`src/rtl/regfile_wb_arbiter_pkg.sv`:
```
// Shared types and widths for the register-file
// writeback arbiter slice.
package rf_pkg;
  localparam int REG_ADDR_W = 5;
  localparam int XLEN       = 32;
  localparam int NUM_REGS   = 32;

  typedef struct packed {
    logic                  valid;
    logic [REG_ADDR_W-1:0] rd;
    logic [XLEN-1:0]       data;
  } wb_req_t;
endpackage

```
`src/rtl/regfile_wb_arbiter_if.sv`:
```
// Bundle of writeback, multi-cycle, decode and
// register-file write-port signals.
interface regfile_wb_arbiter_if;
  import rf_pkg::*;

  logic                  wb_valid;
  logic [REG_ADDR_W-1:0] wb_rd;
  logic [XLEN-1:0]       wb_data;
  logic                  wb_hold;
  logic                  mc_issue;
  logic [REG_ADDR_W-1:0] mc_issue_rd;
  logic                  mc_done_valid;
  logic [REG_ADDR_W-1:0] mc_done_rd;
  logic [XLEN-1:0]       mc_done_data;
  logic                  mc_done_ready;
  logic [REG_ADDR_W-1:0] dec_rs1;
  logic [REG_ADDR_W-1:0] dec_rs2;
  logic [REG_ADDR_W-1:0] dec_rd;
  logic                  dec_is_mc;
  logic                  dec_stall;
  logic                  rf_write_en;
  logic [REG_ADDR_W-1:0] rf_wr_addr;
  logic [XLEN-1:0]       rf_data_in;
  logic                  err;

  modport master (
    output wb_valid, wb_rd, wb_data,
    input  wb_hold,
    output mc_issue, mc_issue_rd,
    output mc_done_valid, mc_done_rd, mc_done_data,
    input  mc_done_ready,
    output dec_rs1, dec_rs2, dec_rd, dec_is_mc,
    input  dec_stall,
    input  rf_write_en, rf_wr_addr, rf_data_in,
    input  err
  );

  modport slave (
    input  wb_valid, wb_rd, wb_data,
    output wb_hold,
    input  mc_issue, mc_issue_rd,
    input  mc_done_valid, mc_done_rd, mc_done_data,
    output mc_done_ready,
    input  dec_rs1, dec_rs2, dec_rd, dec_is_mc,
    output dec_stall,
    output rf_write_en, rf_wr_addr, rf_data_in,
    output err
  );
endinterface

```
`src/rtl/regfile_wb_arbiter_scoreboard.sv`:
```
// Pending-destination scoreboard: tracks in-flight
// multi-cycle results and flags decode hazards.
module rf_scoreboard
  import rf_pkg::*;
#(
  parameter int MAX_OUTSTANDING = 4
) (
  input  logic                  clk,
  input  logic                  rst_n,
  input  logic                  issue,
  input  logic [REG_ADDR_W-1:0] issue_rd,
  input  logic                  drain,
  input  logic [REG_ADDR_W-1:0] drain_rd,
  input  logic [REG_ADDR_W-1:0] dec_rs1,
  input  logic [REG_ADDR_W-1:0] dec_rs2,
  input  logic [REG_ADDR_W-1:0] dec_rd,
  input  logic                  dec_is_mc,
  input  logic [REG_ADDR_W-1:0] wb_rd,
  input  logic [REG_ADDR_W-1:0] done_rd,
  output logic                  dec_stall,
  output logic                  full,
  output logic                  issue_hit,
  output logic                  wb_hit,
  output logic                  done_hit
);
  localparam int CW = $clog2(MAX_OUTSTANDING + 1);
  localparam logic [CW-1:0] MAXC = CW'(MAX_OUTSTANDING);

  logic [NUM_REGS-1:0] pending;
  logic [NUM_REGS-1:0] pending_nxt;
  logic [CW-1:0]       count;
  logic [CW-1:0]       count_nxt;
  logic                issue_nz;
  logic                inc;
  logic                dec;

  assign full      = (count == MAXC);
  assign issue_nz  = issue && (issue_rd != '0);
  assign dec       = drain && (count != '0);
  assign inc       = issue_nz && (!full || dec);
  assign issue_hit = pending[issue_rd];
  assign wb_hit    = pending[wb_rd];
  assign done_hit  = pending[done_rd];

  // Hazard check: any source or destination still in flight,
  // or no room left for another multi-cycle op.
  always_comb begin
    dec_stall = 1'b0;
    if (dec_rs1 != '0 && pending[dec_rs1]) dec_stall = 1'b1;
    if (dec_rs2 != '0 && pending[dec_rs2]) dec_stall = 1'b1;
    if (dec_rd != '0 && pending[dec_rd])   dec_stall = 1'b1;
    if (dec_is_mc && full)                 dec_stall = 1'b1;
  end

  // Next pending vector and count; a same-edge set beats clear.
  always_comb begin
    pending_nxt = pending;
    count_nxt   = count;
    if (drain) pending_nxt[drain_rd] = 1'b0;
    if (issue_nz) pending_nxt[issue_rd] = 1'b1;
    pending_nxt[0] = 1'b0;
    unique case ({inc, dec})
      2'b10:   count_nxt = count + 1'b1;
      2'b01:   count_nxt = count - 1'b1;
      default: count_nxt = count;
    endcase
  end

  // Scoreboard state register.
  always_ff @(posedge clk or negedge rst_n) begin
    if (!rst_n) begin
      pending <= '0;
      count   <= '0;
    end else begin
      pending <= pending_nxt;
      count   <= count_nxt;
    end
  end
endmodule

```
`src/rtl/regfile_wb_arbiter.sv`:
```
// Register-file write-port arbiter: pipeline has priority,
// one multi-cycle result is buffered on collision.
module regfile_wb_arbiter
  import rf_pkg::*;
#(
  parameter int MAX_OUTSTANDING = 4,
  parameter int STARVE_LIMIT    = 8
) (
  input logic                 clk,
  input logic                 rst_n,
  regfile_wb_arbiter_if.slave bus
);
  localparam int SW = $clog2(STARVE_LIMIT + 1);
  localparam logic [SW-1:0] SLIM = SW'(STARVE_LIMIT);

  wb_req_t       buf_q;
  wb_req_t       buf_nxt;
  wb_req_t       out_q;
  wb_req_t       out_nxt;
  logic [SW-1:0] starve_q;
  logic [SW-1:0] starve_nxt;
  logic          err_q;
  logic          err_set;
  logic          ready;
  logic          accept;
  logic          pipe_win;
  logic          drain;
  logic          hold;
  logic          full;
  logic          issue_hit;
  logic          wb_hit;
  logic          done_hit;

  assign ready    = !buf_q.valid;
  assign accept   = bus.mc_done_valid && ready;
  assign pipe_win = bus.wb_valid && (bus.wb_rd != '0);
  assign drain    = buf_q.valid && !pipe_win;
  assign hold     = (starve_q >= SLIM);

  assign bus.mc_done_ready = ready;
  assign bus.wb_hold       = hold;
  assign bus.rf_write_en   = out_q.valid;
  assign bus.rf_wr_addr    = out_q.rd;
  assign bus.rf_data_in    = out_q.data;
  assign bus.err           = err_q;

  rf_scoreboard #(
    .MAX_OUTSTANDING(MAX_OUTSTANDING)
  ) u_sb (
    .clk       (clk),
    .rst_n     (rst_n),
    .issue     (bus.mc_issue),
    .issue_rd  (bus.mc_issue_rd),
    .drain     (drain),
    .drain_rd  (buf_q.rd),
    .dec_rs1   (bus.dec_rs1),
    .dec_rs2   (bus.dec_rs2),
    .dec_rd    (bus.dec_rd),
    .dec_is_mc (bus.dec_is_mc),
    .wb_rd     (bus.wb_rd),
    .done_rd   (bus.mc_done_rd),
    .dec_stall (bus.dec_stall),
    .full      (full),
    .issue_hit (issue_hit),
    .wb_hit    (wb_hit),
    .done_hit  (done_hit)
  );

  // Port select, buffer update and starvation count.
  always_comb begin
    out_nxt    = '0;
    buf_nxt    = buf_q;
    starve_nxt = starve_q;
    unique case (1'b1)
      pipe_win: begin
        out_nxt.valid = 1'b1;
        out_nxt.rd    = bus.wb_rd;
        out_nxt.data  = bus.wb_data;
      end
      drain: begin
        out_nxt.valid = (buf_q.rd != '0);
        out_nxt.rd    = buf_q.rd;
        out_nxt.data  = buf_q.data;
      end
      default: out_nxt = '0;
    endcase
    if (!out_nxt.valid) out_nxt = '0;
    if (drain) begin
      buf_nxt    = '0;
      starve_nxt = '0;
    end else if (buf_q.valid && pipe_win && !hold) begin
      starve_nxt = starve_q + 1'b1;
    end
    if (accept) begin
      buf_nxt.valid = 1'b1;
      buf_nxt.rd    = bus.mc_done_rd;
      buf_nxt.data  = bus.mc_done_data;
    end
  end

  // Protocol violations observed this cycle.
  always_comb begin
    err_set = 1'b0;
    if (bus.mc_issue && bus.mc_issue_rd != '0 && issue_hit)
      err_set = 1'b1;
    if (bus.mc_issue && full) err_set = 1'b1;
    if (accept && bus.mc_done_rd != '0 && !done_hit)
      err_set = 1'b1;
    if (bus.wb_valid && (wb_hit || hold)) err_set = 1'b1;
  end

  // Arbiter state and registered write port.
  always_ff @(posedge clk or negedge rst_n) begin
    if (!rst_n) begin
      buf_q    <= '0;
      out_q    <= '0;
      starve_q <= '0;
      err_q    <= 1'b0;
    end else begin
      buf_q    <= buf_nxt;
      out_q    <= out_nxt;
      starve_q <= starve_nxt;
      err_q    <= err_q | err_set;
    end
  end
endmodule

```
`src/flat_wrapper.sv`:
```
// flat-port wrapper written by rule: the top's interface ports become plain ports
module regfile_wb_arbiter_flat import rf_pkg::*;
#(
  parameter int MAX_OUTSTANDING = 4,
  parameter int STARVE_LIMIT    = 8
)
  (clk, rst_n, bus_wb_valid, bus_wb_rd, bus_wb_data, bus_wb_hold, bus_mc_issue, bus_mc_issue_rd, bus_mc_done_valid, bus_mc_done_rd, bus_mc_done_data, bus_mc_done_ready, bus_dec_rs1, bus_dec_rs2, bus_dec_rd, bus_dec_is_mc, bus_dec_stall, bus_rf_write_en, bus_rf_wr_addr, bus_rf_data_in, bus_err);
  regfile_wb_arbiter_if bus_i ();
  input logic clk;
  input logic rst_n;
  input wire logic [$bits(bus_i.wb_valid)-1:0] bus_wb_valid;
  input wire logic [$bits(bus_i.wb_rd)-1:0] bus_wb_rd;
  input wire logic [$bits(bus_i.wb_data)-1:0] bus_wb_data;
  output wire logic [$bits(bus_i.wb_hold)-1:0] bus_wb_hold;
  input wire logic [$bits(bus_i.mc_issue)-1:0] bus_mc_issue;
  input wire logic [$bits(bus_i.mc_issue_rd)-1:0] bus_mc_issue_rd;
  input wire logic [$bits(bus_i.mc_done_valid)-1:0] bus_mc_done_valid;
  input wire logic [$bits(bus_i.mc_done_rd)-1:0] bus_mc_done_rd;
  input wire logic [$bits(bus_i.mc_done_data)-1:0] bus_mc_done_data;
  output wire logic [$bits(bus_i.mc_done_ready)-1:0] bus_mc_done_ready;
  input wire logic [$bits(bus_i.dec_rs1)-1:0] bus_dec_rs1;
  input wire logic [$bits(bus_i.dec_rs2)-1:0] bus_dec_rs2;
  input wire logic [$bits(bus_i.dec_rd)-1:0] bus_dec_rd;
  input wire logic [$bits(bus_i.dec_is_mc)-1:0] bus_dec_is_mc;
  output wire logic [$bits(bus_i.dec_stall)-1:0] bus_dec_stall;
  output wire logic [$bits(bus_i.rf_write_en)-1:0] bus_rf_write_en;
  output wire logic [$bits(bus_i.rf_wr_addr)-1:0] bus_rf_wr_addr;
  output wire logic [$bits(bus_i.rf_data_in)-1:0] bus_rf_data_in;
  output wire logic [$bits(bus_i.err)-1:0] bus_err;
  assign bus_i.wb_valid = bus_wb_valid;
  assign bus_i.wb_rd = bus_wb_rd;
  assign bus_i.wb_data = bus_wb_data;
  assign bus_wb_hold = bus_i.wb_hold;
  assign bus_i.mc_issue = bus_mc_issue;
  assign bus_i.mc_issue_rd = bus_mc_issue_rd;
  assign bus_i.mc_done_valid = bus_mc_done_valid;
  assign bus_i.mc_done_rd = bus_mc_done_rd;
  assign bus_i.mc_done_data = bus_mc_done_data;
  assign bus_mc_done_ready = bus_i.mc_done_ready;
  assign bus_i.dec_rs1 = bus_dec_rs1;
  assign bus_i.dec_rs2 = bus_dec_rs2;
  assign bus_i.dec_rd = bus_dec_rd;
  assign bus_i.dec_is_mc = bus_dec_is_mc;
  assign bus_dec_stall = bus_i.dec_stall;
  assign bus_rf_write_en = bus_i.rf_write_en;
  assign bus_rf_wr_addr = bus_i.rf_wr_addr;
  assign bus_rf_data_in = bus_i.rf_data_in;
  assign bus_err = bus_i.err;
  regfile_wb_arbiter #(.MAX_OUTSTANDING(MAX_OUTSTANDING), .STARVE_LIMIT(STARVE_LIMIT)) u_core (.clk(clk), .rst_n(rst_n), .bus(bus_i));
endmodule
```
`config.mk`:
```
export PLATFORM = sky130hd
export DESIGN_NAME = regfile_wb_arbiter_flat
export DESIGN_NICKNAME = d
export VERILOG_FILES = /design/src/rtl/regfile_wb_arbiter_pkg.sv /design/src/rtl/regfile_wb_arbiter_if.sv /design/src/rtl/regfile_wb_arbiter_scoreboard.sv /design/src/rtl/regfile_wb_arbiter.sv /design/src/flat_wrapper.sv
export SDC_FILE = /design/constraint.sdc
export NUM_CORES = 1
export LEC_CHECK = 0
export CAP_MARGIN = 15
export CORE_MARGIN = 1.5
export CORE_UTILIZATION = 35
export CTS_CLUSTER_SIZE = 16
export DETAILED_ROUTE_END_ITERATION = 6
export GPL_TIMING_DRIVEN = 0
export HOLD_SLACK_MARGIN = 0.05
export MAX_ROUTING_LAYER = met4
export PLACE_DENSITY = 0.63
export SYNTH_ARGS = -nofsm -noshare
export SYNTH_HDL_FRONTEND = slang
export SYNTH_SLANG_ARGS = --single-unit
```
`constraint.sdc`:
```
create_clock -name clk -period 3 [get_ports clk]
set_input_delay 0.3 -clock clk [delete_from_list [all_inputs] [get_ports clk]]
set_output_delay 0.3 -clock clk [all_outputs]
set_load 0.02 [all_outputs]
```
; Word-level counts from Yosys, hierarchy flattened
; Cells that the tools add are included.
[word_totals]
reg_bits = 115
latchBits = 0
ramBits = 0
romBits = 0
wordCells = 100
mem_count = 0
[op_classes]
addsub = 3
n_mul = 0
div_mod_pow = 0
order_cmp = 10
n_eq_ne = 3
shifts = 0
mux = 33
bitwise = 4
n_reduce_logical = 37
[op_table]
columns = operator, n
row1 = $mux W38, 3
row2 = $pmux W38 S2, 1
row3 = $mux W32, 2
row4 = $lt A5 B6 Y1 const B, 7
row5 = $reduce_bool A5 Y1, 7
row6 = $and A32 B32 Y32, 1
row7 = $not A32 Y32, 1
row8 = $or A32 B32 Y32, 1
row9 = $bmux W1 S5, 6
row10 = $logic_and A1 B1 Y1, 19
row11 = $mux W1, 16
row12 = $demux W1 S5, 2
row13 = $ge A5 B1 Y1 const B, 2
row14 = $mux W4, 2
row15 = $pmux W3 S2, 1
row16 = $reduce_bool A2 Y1, 3
row17 = $logic_not A1 Y1, 5
row18 = $add A4 B1 Y4 const B, 1
row19 = $ge A4 B4 Y1 const B, 1
row20 = $add A3 B1 Y3 const B, 1
row21 = $eq A3 B3 Y1 const B, 1
row22 = $reduce_bool A3 Y1, 1
row23 = $sub A3 B1 Y3 const B, 1
row24 = $eq A2 B1 Y1 const B, 1
row25 = other kinds (3), 4

; Logic depth before layout (Yosys ltp)
; Gate-level depths: netlist of run 1.
[logic_depth]
word_depth = 9
mapped_depth = 10
ltp_nobuf = 8

; By module
; A second synthesis of run 1 with hierarchy kept.
[hier_totals]
hier_cells = 641
area_unflattened_um2 = 7101.8
[modules_own_cells]
columns = module, instances, cells_each, area_each_um2
row1 = regfile_wb_arbiter, 1, 342, 3918.8
row2 = rf_scoreboard, 1, 299, 3183.1

; Least setup slack after synthesis of run 1
; OpenSTA, ideal clock, no wires.
[synth_timing]
path_kind = in2reg
startpoint = input port bus_wb_rd[2]
endpoint = register u_core.u_sb.count[2]
arrival_ns = 2.634
required_time_ns = 2.870
setup_slack_ns = 0.236
stages = 10
cell_sequence = or4_1 -> o21a_1 -> buf_6 -> nor2_2 -> buf_2 -> o311ai_0 -> fa_1 -> a211o_1 -> a32oi_1 -> o21ai_0
[synth_between]
elab_chain_cells = 9
[synth_lines]
columns = element, line
row1 = "start, declared", flat_wrapper.sv:12  ; input wire logic [$bits(bus_i.wb_rd)-1:0] bus_wb_rd;
row2 = $reduce_bool A5 Y1 (*), regfile_wb_arbiter.sv:36  ; assign pipe_win = bus.wb_valid && (bus.wb_rd != '0);
row3 = $logic_and A1 B1 Y1 (*), regfile_wb_arbiter.sv:36
row4 = $logic_not A1 Y1 (*), regfile_wb_arbiter.sv:37  ; assign drain = buf_q.valid && !pipe_win;
row5 = $logic_and A1 B1 Y1 (*), regfile_wb_arbiter.sv:37
row6 = $logic_and A1 B1 Y1 (*), regfile_wb_arbiter_scoreboard.sv:39  ; assign dec = drain && (count != '0);
row7 = $logic_or A1 B1 Y1, regfile_wb_arbiter_scoreboard.sv:40  ; assign inc = issue_nz && (!full || dec);
row8 = $logic_and A1 B1 Y1, regfile_wb_arbiter_scoreboard.sv:40
row9 = $eq A2 B1 Y1 / $eq A2 B2 Y1 (equally long branches), regfile_wb_arbiter_scoreboard.sv:62  ; unique case ({inc, dec})
row10 = $pmux W3 S2 / $reduce_bool A2 Y1 (equally long branches), --
row11 = "end signal, assigned", regfile_wb_arbiter_scoreboard.sv:76  ; count <= count_nxt;
row12 = "end, declared", regfile_wb_arbiter_scoreboard.sv:31  ; logic [CW-1:0] count;
; Mark *: on every way between the ends. The rest lies on a longest branch, timed or not.
; A chain may end at the register's enable or synchronous reset.

; Final worst setup path of run 1
[layout_timing]
startpoint = input port bus_wb_rd[1]
endpoint = register u_core.u_sb.count[2]
; The elaborated chain is that of the path after synthesis.

==> qor.yml, run 1 <==
ys_types: 53
hpwl_um: 14400
syn_nets: 687
finalSetupViolCount: 0
place.gp.congestion: 0.9455
r2r-end: "u_core.u_sb.count[2]$_DFFE_PN0P_"
synth.largest_area_cell: "dfrtp_1"
power_frac_clock_pct: 33.1
nFillCells: 1557
first_iter_violations: 545
antenna-diode-count: 0
path_class: "in -> reg"
clk_pin_slew_ps: 60
grt-busiest-layer: "met2"
cp-end-kind: "register"
cp.required_ps: 3300
rsz0062_at_grt: "no"
min-delay-start: "bus_mc_done_rd[2]"
p_per_area_nw_per_um2: 704.7
path_delay_family: "compound AO/OA/AOI/OAI gates"
min_to: "u_core.buf_q[34]$_DFFE_PN0P_"
worst_slew_pin_slew_ps: 720.0
drc_errors: 0
syn_inst: 584
synth_edf_count: 0
cp_cell_sequence: "clkdlybuf4s50_1 -> or4_1 -> o21a_1 -> buf_6 -> nor2_4 -> buf_4 -> o311ai_0 -> fa_2 -> a211o_1 -> a32oi_1 -> o21ai_0"
cts_tree: "yes"
maxSlewHeadroom_pct: 52.00
synth_seq_cells: 115
ios: 142
synth_top_area_share_pct: 45.83
wire_per_inst_um: 20.56
min_period_ps: 2897
cts_buffer_depth: 2
maxCapViolCount: 0
fp.dieH_um: 136.9
die_x_um: 136.9
track_usage_pct: 22.75
synthToLayoutAreaGrowth_pct: 38.02
p_sw_share_pct: 32.87
critPathLaunchType: "input pin"
combinationalPowerShare_pct: 28.9
path_max_fanout: 10
initial_core_util_pct: 36.05
max_freq_mhz: 345.1
htreeDepth: 4
grt_pass1_vias: 5629
p_seq_share_pct: 38.0
use_met1_pct: 27.71
power.switching_mw: 2.007
cts_sinks: 115
async_reset_ff_share_pct: 100.0
status: "completed"
dr.pass1.iters: 5
grt_max_degree: 62
use_met2_pct: 35.48
gr-total-overflow: 0
ys_seq_area_share_pct: 45.83
synth_area_sq_um: 6279
p_int_mw: 4.099
cpMaxStageDelayCell: "or4_1"
grt_antenna_before_repair: 0
skew_ps: 6.811
final_cell_mix: "clkdlybuf4s50_1, dfrtp_1, o21ai_0"
synth_ff_type: "dfrtp_1"
via_per_inst: 5.732
holdPathStages: 3
yosys_warnings: 0
grt_use_met3_pct: 5.481
cp.buffers_inverters: 3
layout_commonest_cell: "clkdlybuf4s50_1"
finalNetCount: 857
core_area_sq_um: 17420
avgSynthCellArea_sq_um: 10.75
rr_startpoint: "u_core.buf_q[37]$_DFFE_PN0P_"
ant_nets: 0
slowest_delay_ps: 540
dieArea_sq_um: 18750
hold_viol_final: 0
synthTopCellsByArea: "dfrtp_1, mux4_2, o21ai_0"
portBuffers: 131
ir_worst_vdd_uv: 473.4
grt_pass1_wl_um: 30880
post-route-util_pct: 49.76
drv_slew: 0
hp-class: "in -> reg"
p_total_mw: 6.106
numCtsBuffers: 17
routed_wirelength_um: 20400
rr_worst_depth: 8
fin_crit_sh_pct: 96.58
regToRegSetupSlack_ps: 690
via_count: 5686
rows: 48
drive_gt1_share_pct: 16.56
clk_latency_ps: 420
crit_arrival_ps: 3200
leakage_nw: 3.485
cts_root_buf: "clkbuf_16"
-- synth_stat cells (3+ instances only) --
master	instances
o21ai_0	94
or3_1	3
a32oi_1	3
nor2_1	9
a21oi_1	3
nor2b_1	6
buf_1	4
clkbuf_1	27
nand3b_1	7
a31oi_1	3
nand2_1	89
nor3b_1	4
dfrtp_1	115
nand3_1	9
mux2i_1	30
inv_1	10
or2_2	3
o21ai_1	14
o22ai_1	5
nor3_1	7
or3b_2	3
nand2b_1	8
nand4b_1	3
buf_2	10
a22o_1	38
nand4_1	5
mux4_2	39
-- through the flow --
stage | setup slack [ps] | setup TNS, ps | hold WS [ps] | std cells | instance area [sq um]
finish | 102.6 | 0 | 276.8 | 992 | 8666
global route | 8.422 | 0 | 310.8 | 992 | 8666
CTS | 0.03153 | 0 | 265.5 | 976 | 8543
detailed placement | -772.5 | -1399 | 392.2 | 941 | 7896
global placement | -2616 | -300930 | 464.2 | 940 | 7871
floorplan | 235.9 | 0 | 4.409 | 584 | 6279
-- flip-flops by register name, summed over array words and instances, names as in the netlist --
name and flops:
u_core.bus.rf_write_en 1, u_core.starve_q 4, u_core.buf_q 38, u_core.u_sb.count 3, u_core.bus.rf_wr_addr 5, u_core.bus.rf_data_in 32
u_core.u_sb.pending 31, u_core.bus.err 1
-- worst register-to-register path: cells and delay by family, from the launching register on --
family	cells	cell delay, ps
DFF	1	430
adders and majority gates	1	430
buffers and inverters	2	370
AOI/OAI and AO/OA	4	790
and+or+nand+nor	1	170
-- how the worst max path moves through the flow --
stage | startpoint | end | slack, ps | cells after the start
finish | bus_wb_rd[1] | u_core.u_sb.count[2]$_DFFE_PN0P_ | 100 | 11
floorplan | bus_wb_rd[2] | u_core.u_sb.count[2]$_DFFE_PN0P_ | 240 | 10
detailed placement | bus_wb_rd[2] | u_core.u_sb.count[2]$_DFFE_PN0P_ | -770 | 11
global placement | rst_n | u_core.u_sb.pending[20]$_DFF_PN0_ | -2620 | 1
global route | bus_wb_rd[1] | u_core.u_sb.count[2]$_DFFE_PN0P_ | 8 | 11
CTS | bus_wb_rd[1] | u_core.u_sb.count[2]$_DFFE_PN0P_ | 0.03 | 11
-- cells by family after synthesis --
family	after synthesis	synth area share (%)
and+or+nand+nor	160	12.28
DFF	115	45.83
adders and majority gates	3	0.7174
muxes	71	19.13
xor gates and xnor gates	2	0.2790
buffers and inverters	53	3.607
AOI/OAI and AO/OA	180	18.16
-- final cells by class --
class | count | area [sq um] | area share [%]
multi-input cells | 416 | 3196 | 36.88
flip-flops and latches | 115 | 2893 | 33.38
repair buffers | 151 | 1475 | 17.02
clock buffers | 19 | 432.9 | 4.996
well taps | 225 | 281.5 | 3.249
plain buffers | 43 | 191.4 | 2.209
clock inverters | 13 | 158.9 | 1.834
inverters | 10 | 37.54 | 0.4332
-- routing by layer --
layer | routed length [um] | share of wire [%]
met5 | 0 | 0
met1 | 8090 | 40
met3 | 2027 | 9.9
met2 | 9590 | 47
met4 | 689 | 3.4
-- what timing repair did --
item,4_1_cts,5_1_grt
hold buffers,1,0
buffers inserted,2,16
gates resized for setup,15,6
endpoints found under the setup margin,3,2
pin swaps,0,1
hold endpoints to repair,54,0
-- power groups by stage --
stage | clock, mW | combinational (mW) | sequential, mW
after detailed placement | 0 | 1.56 | 2.35
after CTS | 2.05 | 1.62 | 2.32
final | 2.02 | 1.76 | 2.32
after global routing | 2.12 | 1.91 | 2.34
after global placement | 0 | 1.51 | 2.33
after floorplan | 0 | 0.985 | 2.18
Power figures use the tool's default switching activity.
==> inputs of run 2 (changes only) <==
Clock period 3 ns to 3.4 ns, I/O delays scaled along.
==> run 2 against run 1 <==
Wire length decreased by 1.5%; cell count decreased by 1.8%; die area unchanged; combinational power decreased by 20%; utilization decreased by 0.88 points; sequential power decreased by 9.9%; largest power group unchanged.
==> qor.yml, run 2 (synthesized netlist as in run 1, its figures left out) <==
status: "completed"
clk_pin_slew_ps: 60  # about the same
first_iter_violations: 474  # -13%
max_freq_mhz: 310.0
skew_ps: 7.846  # +1.035 ps
instances_no_fill: 974  # -1.8%
holdPathStages: 3  # unchanged
cts_setup_buffers: 0  # -2
final_cell_mix: "clkdlybuf4s50_1, dfrtp_1, o21ai_0"
antenna-diode-count: 0  # unchanged
cts_buffer_depth: 2  # unchanged
drv_slew: 0  # unchanged
grt_pass1_wl_um: 30600  # -0.92%
path_max_fanout: 10  # unchanged
initial_core_util_pct: 36.05  # unchanged
ant_nets: 0  # unchanged
fp.dieH_um: 136.9  # unchanged
track_usage_pct: 22.53  # -0.22 points
ir_worst_vdd_uv: 401.2  # -15%
gr-total-overflow: 0  # unchanged
clk_latency_ps: 420  # about the same
place.gp.congestion: 0.9455  # unchanged
rr_worst_depth: 8  # unchanged
cts_root_buf: "clkbuf_16"
leakage_nw: 3.408  # -2.2%
p_per_area_nw_per_um2: 620.4  # -12%
core_area_sq_um: 17420  # unchanged
min_period_ps: 3226
grt_pass1_vias: 5606  # -0.41%
maxSlewHeadroom_pct: 52.30  # +0.30 points
routed_wirelength_um: 20090  # -1.5%
largest_reg_flops: 38  # unchanged
regMostFlops: "u_core.buf_q"
cp.required_ps: 3700  # +400 ps
dieArea_sq_um: 18750  # unchanged
critPathLaunchType: "input pin"
synthToLayoutAreaGrowth_pct: 35.59
cp-end-kind: "register"
drive_gt1_share_pct: 12.95  # -3.6 points
hold_viol_final: 0  # unchanged
crit_arrival_ps: 3520  # +320 ps
dp_cells: 941  # unchanged
hp-class: "in -> reg"
maxCapViolCount: 0  # unchanged
cts_tree: "yes"
via_count: 5592  # -1.7%
die_x_um: 136.9  # unchanged
fin_setup_tns_ps: 0  # unchanged
cts_sinks: 115  # unchanged
ios: 142  # unchanged
grt_max_degree: 62  # unchanged
drc_errors: 0  # unchanged
dr.pass1.iters: 5  # unchanged
htreeDepth: 4  # unchanged
worst_slew_pin_slew_ps: 715.5  # -4.525 ps
layout_commonest_cell: "clkdlybuf4s50_1"
via_per_inst: 5.741  # +0.16%
path_class: "in -> reg"
finalSetupViolCount: 0  # unchanged
wire_per_inst_um: 20.63  # +0.33%
portBuffers: 131  # unchanged
fin_crit_sh_pct: 94.87
grt_antenna_before_repair: 0  # unchanged
rows: 48  # unchanged
rsz0062_at_grt: "no"
hpwl_um: 14400  # unchanged
numCtsBuffers: 17  # unchanged
finalNetCount: 839  # -2.1%
==> run 2: worst max-delay path, stage by stage <==
cell and delay (ps):
clkdlybuf4s50_1 570, or4_1 600, o21a_1 200, buf_6 140, nor2_4 190, clkbuf_4 240, o311ai_0 200, fa_2 450
a211o_1 270, a32oi_1 200, o21ai_0 110
==> run 2: area by class of cell <==
| type | instances | area (sq um) |
|---|---|---|
| Buffer | 43 | 191.4 |
| Clock buffer | 19 | 432.9 |
| Clock inverter | 13 | 158.9 |
| Fill cell | 1566 | 8904 |
| Inverter | 10 | 37.54 |
| Multi-Input combinational cell | 416 | 3182 |
| Sequential cell | 115 | 2880 |
| Tap cell | 225 | 281.5 |
| Timing Repair Buffer | 133 | 1349 |
==> run 2: stage by stage <==
step / instance area, sq um / hold slack [ps] / power [mW] / setup WS [ps] / utilization (%)
4_1_cts: 8503 / 305.5 / 5.260 / 33.07 / 48.82
6_report: 8513 / 318.4 / 5.282 / 174.4 / 48.88
3_3_place_gp: 7871 / 464.2 / 3.389 / -2256 / 45.19
5_1_grt: 8513 / 348.1 / 5.504 / 51.98 / 48.88
2_1_floorplan: 6279 / 44.41 / 2.795 / 595.9 / -
3_5_place_dp: 7896 / 432.2 / 3.454 / -412.5 / 45.34
==> run 2: repair_timing <==
| action | 4_1_cts | 5_1_grt |
|---|---|---|
| endpoints found under the hold margin | 54 | 0 |
| hold buffers | 1 | 0 |
| setup endpoints to repair | 1 | 2 |
| pin swaps | 0 | 0 |
| gates resized for setup | 1 | 5 |
==> run 2: final timing paths <==
| check | startpoint | to | slack [ps] |
|---|---|---|---|
| min reg2reg | u_core.buf_q[22]$_DFFE_PN0P_ | u_core.bus.rf_data_in[22]$_DFF_PN0_ | 490 |
| max reg2reg | u_core.buf_q[37]$_DFFE_PN0P_ | u_core.u_sb.count[2]$_DFFE_PN0P_ | 960 |
| max in group asynchronous | rst_n | u_core.u_sb.pending[13]$_DFF_PN0_ | 2130 |
| min | bus_mc_done_rd[2] | u_core.buf_q[34]$_DFFE_PN0P_ | 320 |
| max | bus_wb_rd[2] | u_core.u_sb.count[2]$_DFFE_PN0P_ | 170 |
| min in group asynchronous | rst_n | u_core.bus.rf_data_in[17]$_DFF_PN0_ | 510 |
==> run 2: where the power goes <==
group | leakage (nW) | internal, mW | switching [mW]
combinational | 1.70 | 0.746 | 0.657
sequential | 1.43 | 1.64 | 0.449
clock | 0.284 | 1.15 | 0.642
==> run 2: layer usage <==
layer | share of wire [%] | up-vias | track usage [%]
li1 | - | 2512 | -
met1 | 40 | 2728 | 27.17
met2 | 47 | 296 | 35.18
met3 | 9.5 | 56 | 5.852
met4 | 3.1 | 0 | 10.99
met5 | 0 | - | -
==> inputs of run 3 (changes only) <==
==> constraint.sdc (replaced) <==
create_clock -name clk -period 3.4 [get_ports clk]
set_input_delay 0.34 -clock clk [delete_from_list [all_inputs] [get_ports clk]]
set_output_delay 0.34 -clock clk [all_outputs]
set_load 0.005 [all_outputs]
==> run 3 against run 2 <==
Utilization about the same; combinational power shrank 4%; sequential power barely moved; die area stayed put; critical path depth is 6 lower; count of clock-buffer cells in the layout unchanged; setup slack got worse by 23 ps; design area barely moved; hold slack got worse by 1.7 ps.
==> qor.yml, run 3 (synthesized netlist as in run 1, its figures left out) <==
status: "completed"
path_class: "reg -> out"
multiInputGateArea_sq_um: 3182  # unchanged
core_area_sq_um: 17420  # unchanged
clk_pin_slew_ps: 50  # about the same
cp_cell_sequence: "mux4_2 -> mux4_2 -> a2111oi_1 -> nand3_1 -> clkdlybuf4s50_1"
path_max_fanout: 7  # -3
rows: 48  # unchanged
antenna-diode-count: 0  # unchanged
regToRegSetupSlack_ps: 950  # about the same
routed_wirelength_um: 20160  # +0.32%
grt_pass1_wl_um: 30600  # unchanged
layout_commonest_cell: "clkdlybuf4s50_1"
htreeDepth: 4  # unchanged
p_per_area_nw_per_um2: 613.4  # -1.1%
cp-end-kind: "primary output"
p_total_mw: 5.219  # -1.2%
synthToLayoutAreaGrowth_pct: 35.51  # about the same
fp.dieH_um: 136.9  # unchanged
clk_latency_ps: 420  # about the same
via_count: 5587  # -0.089%
rr_worst_depth: 8  # unchanged
cpMostUsedCell: "mux4_2"
regArea_sq_um: 2878  # about the same
final_cell_mix: "clkdlybuf4s50_1, dfrtp_1, o21ai_0"
numCtsBuffers: 17  # unchanged
cp.required_ps: 3060  # -640 ps
ant_nets: 0  # unchanged
dieArea_sq_um: 18750  # unchanged
hpwl_um: 14400  # unchanged
grt_pass1_vias: 5606  # unchanged
ir_worst_vdd_uv: 402.6  # +0.35%
portBuffers: 131  # unchanged
leakage_nw: 3.405  # -0.11%
ios: 142  # unchanged
via_per_inst: 5.736  # about the same
dp_cells: 941  # unchanged
cts_sinks: 115  # unchanged
crit_arrival_ps: 2910  # -610 ps
worst_slew_pin_slew_ps: 715.2  # -0.2932 ps
drive_gt1_share_pct: 12.68  # -0.27 points
wire_per_inst_um: 20.70  # +0.32%
gr-total-overflow: 0  # unchanged
dr.pass1.iters: 5  # unchanged
instances_no_fill: 974  # unchanged
place.gp.congestion: 0.9455  # unchanged
slowest_delay_ps: 520  # -80 ps
rsz0062_at_grt: "no"
drv_slew: 0  # unchanged
cts_root_buf: "clkbuf_16"
skew_ps: 7.477  # -0.3698 ps
grt_max_degree: 62  # unchanged
cts_buffer_depth: 2  # unchanged
regMostFlops: "u_core.buf_q"
critPathLaunchType: "register"
track_usage_pct: 22.53  # unchanged
cts_tree: "yes"
finalSetupViolCount: 0  # unchanged
grt_antenna_before_repair: 0  # unchanged
hp-class: "in -> reg"
cts_setup_buffers: 0  # unchanged
largest_reg_flops: 38  # unchanged
die_x_um: 136.9  # unchanged
maxSlewHeadroom_pct: 52.32  # about the same
max_freq_mhz: 307.8  # -0.71%
maxCapViolCount: 0  # unchanged
min_period_ps: 3249  # +22.93 ps
initial_core_util_pct: 36.05  # unchanged
fin_crit_sh_pct: 95.55  # +0.67 points
drc_errors: 0  # unchanged
nFillCells: 1565  # -0.064%
holdPathStages: 3  # unchanged
finalNetCount: 839  # unchanged
hold_viol_final: 0  # unchanged
first_iter_violations: 474  # unchanged
cpMaxStageDelayCell: "dfrtp_1"
-- run 3: changes by cell type in the layout (fill, tap and decap cells not counted), sizes merged --
cell,before,now
dlymetal6s2s,1,0
clkdlybuf4s50,129,130
-- run 3: layout make-up --
type                            count  area share, %
Multi-Input combinational cell    416          37.40
Tap cell                          225          3.309
Sequential cell                   115          33.82
Timing Repair Buffer              133          15.82
Clock buffer                       19          5.088
Buffer                             43          2.250
Inverter                           10         0.4412
Clock inverter                     13          1.868
-- run 3: final timing paths --
check                                                  start                                  end
min reg2reg                     u_core.buf_q[22]$_DFFE_PN0P_  u_core.bus.rf_data_in[22]$_DFF_PN0_
max                        u_core.u_sb.pending[15]$_DFF_PN0_                        bus_dec_stall
max reg2reg                     u_core.buf_q[37]$_DFFE_PN0P_     u_core.u_sb.count[2]$_DFFE_PN0P_
min                                        bus_mc_done_rd[2]         u_core.buf_q[34]$_DFFE_PN0P_
min in group asynchronous                              rst_n  u_core.bus.rf_data_in[17]$_DFF_PN0_
max in group asynchronous                              rst_n    u_core.u_sb.pending[31]$_DFF_PN0_
-- run 3: critical path: cells and delay by family (launching register included) --
family	cells	cell delay [ps]
AOI/OAI and AO/OA	1	400
buffers and inverters	1	460
DFF	1	520
muxes	2	990
and+or+nand+nor	1	130
-- run 3: timing repair --
action                                  in CTS  in global routing
hold endpoints to repair                    54                  0
hold buffers                                 1                  0
gates resized for setup                      1                  2
endpoints found under the setup margin       1                  1
-- run 3: metal layers --
layer	share of wire [%]	global-route usage, %	vias to the layer above
met2	47	35.18	317
met3	10	5.852	49
li1	-	-	2503
met1	40	27.17	2718
met5	0	-	-
met4	2.9	10.99	0
-- run 3: through the flow --
stage	utilization (%)	hold WS, ps	setup TNS [ps]	setup WS (ps)	cell area (sq um)
2_1_floorplan	-	44.41	0	596.1	6279
3_3_place_gp	45.19	464.2	-258810	-2256	7871
3_5_place_dp	45.34	432.2	-678.7	-412.5	7896
4_1_cts	48.82	305.5	0	102.9	8503
5_1_grt	48.85	348.1	0	46.99	8508
6_report	48.85	316.7	0	151.5	8508
-- run 3: power by group --
| part | switching [mW] | internal, mW | leakage (nW) |
|---|---|---|---|
| Combinational | 0.598 | 0.746 | 1.69 |
| Clock | 0.640 | 1.15 | 0.284 |
| Sequential | 0.450 | 1.64 | 1.43 |
| Total | 1.69 | 3.53 | 3.40 |
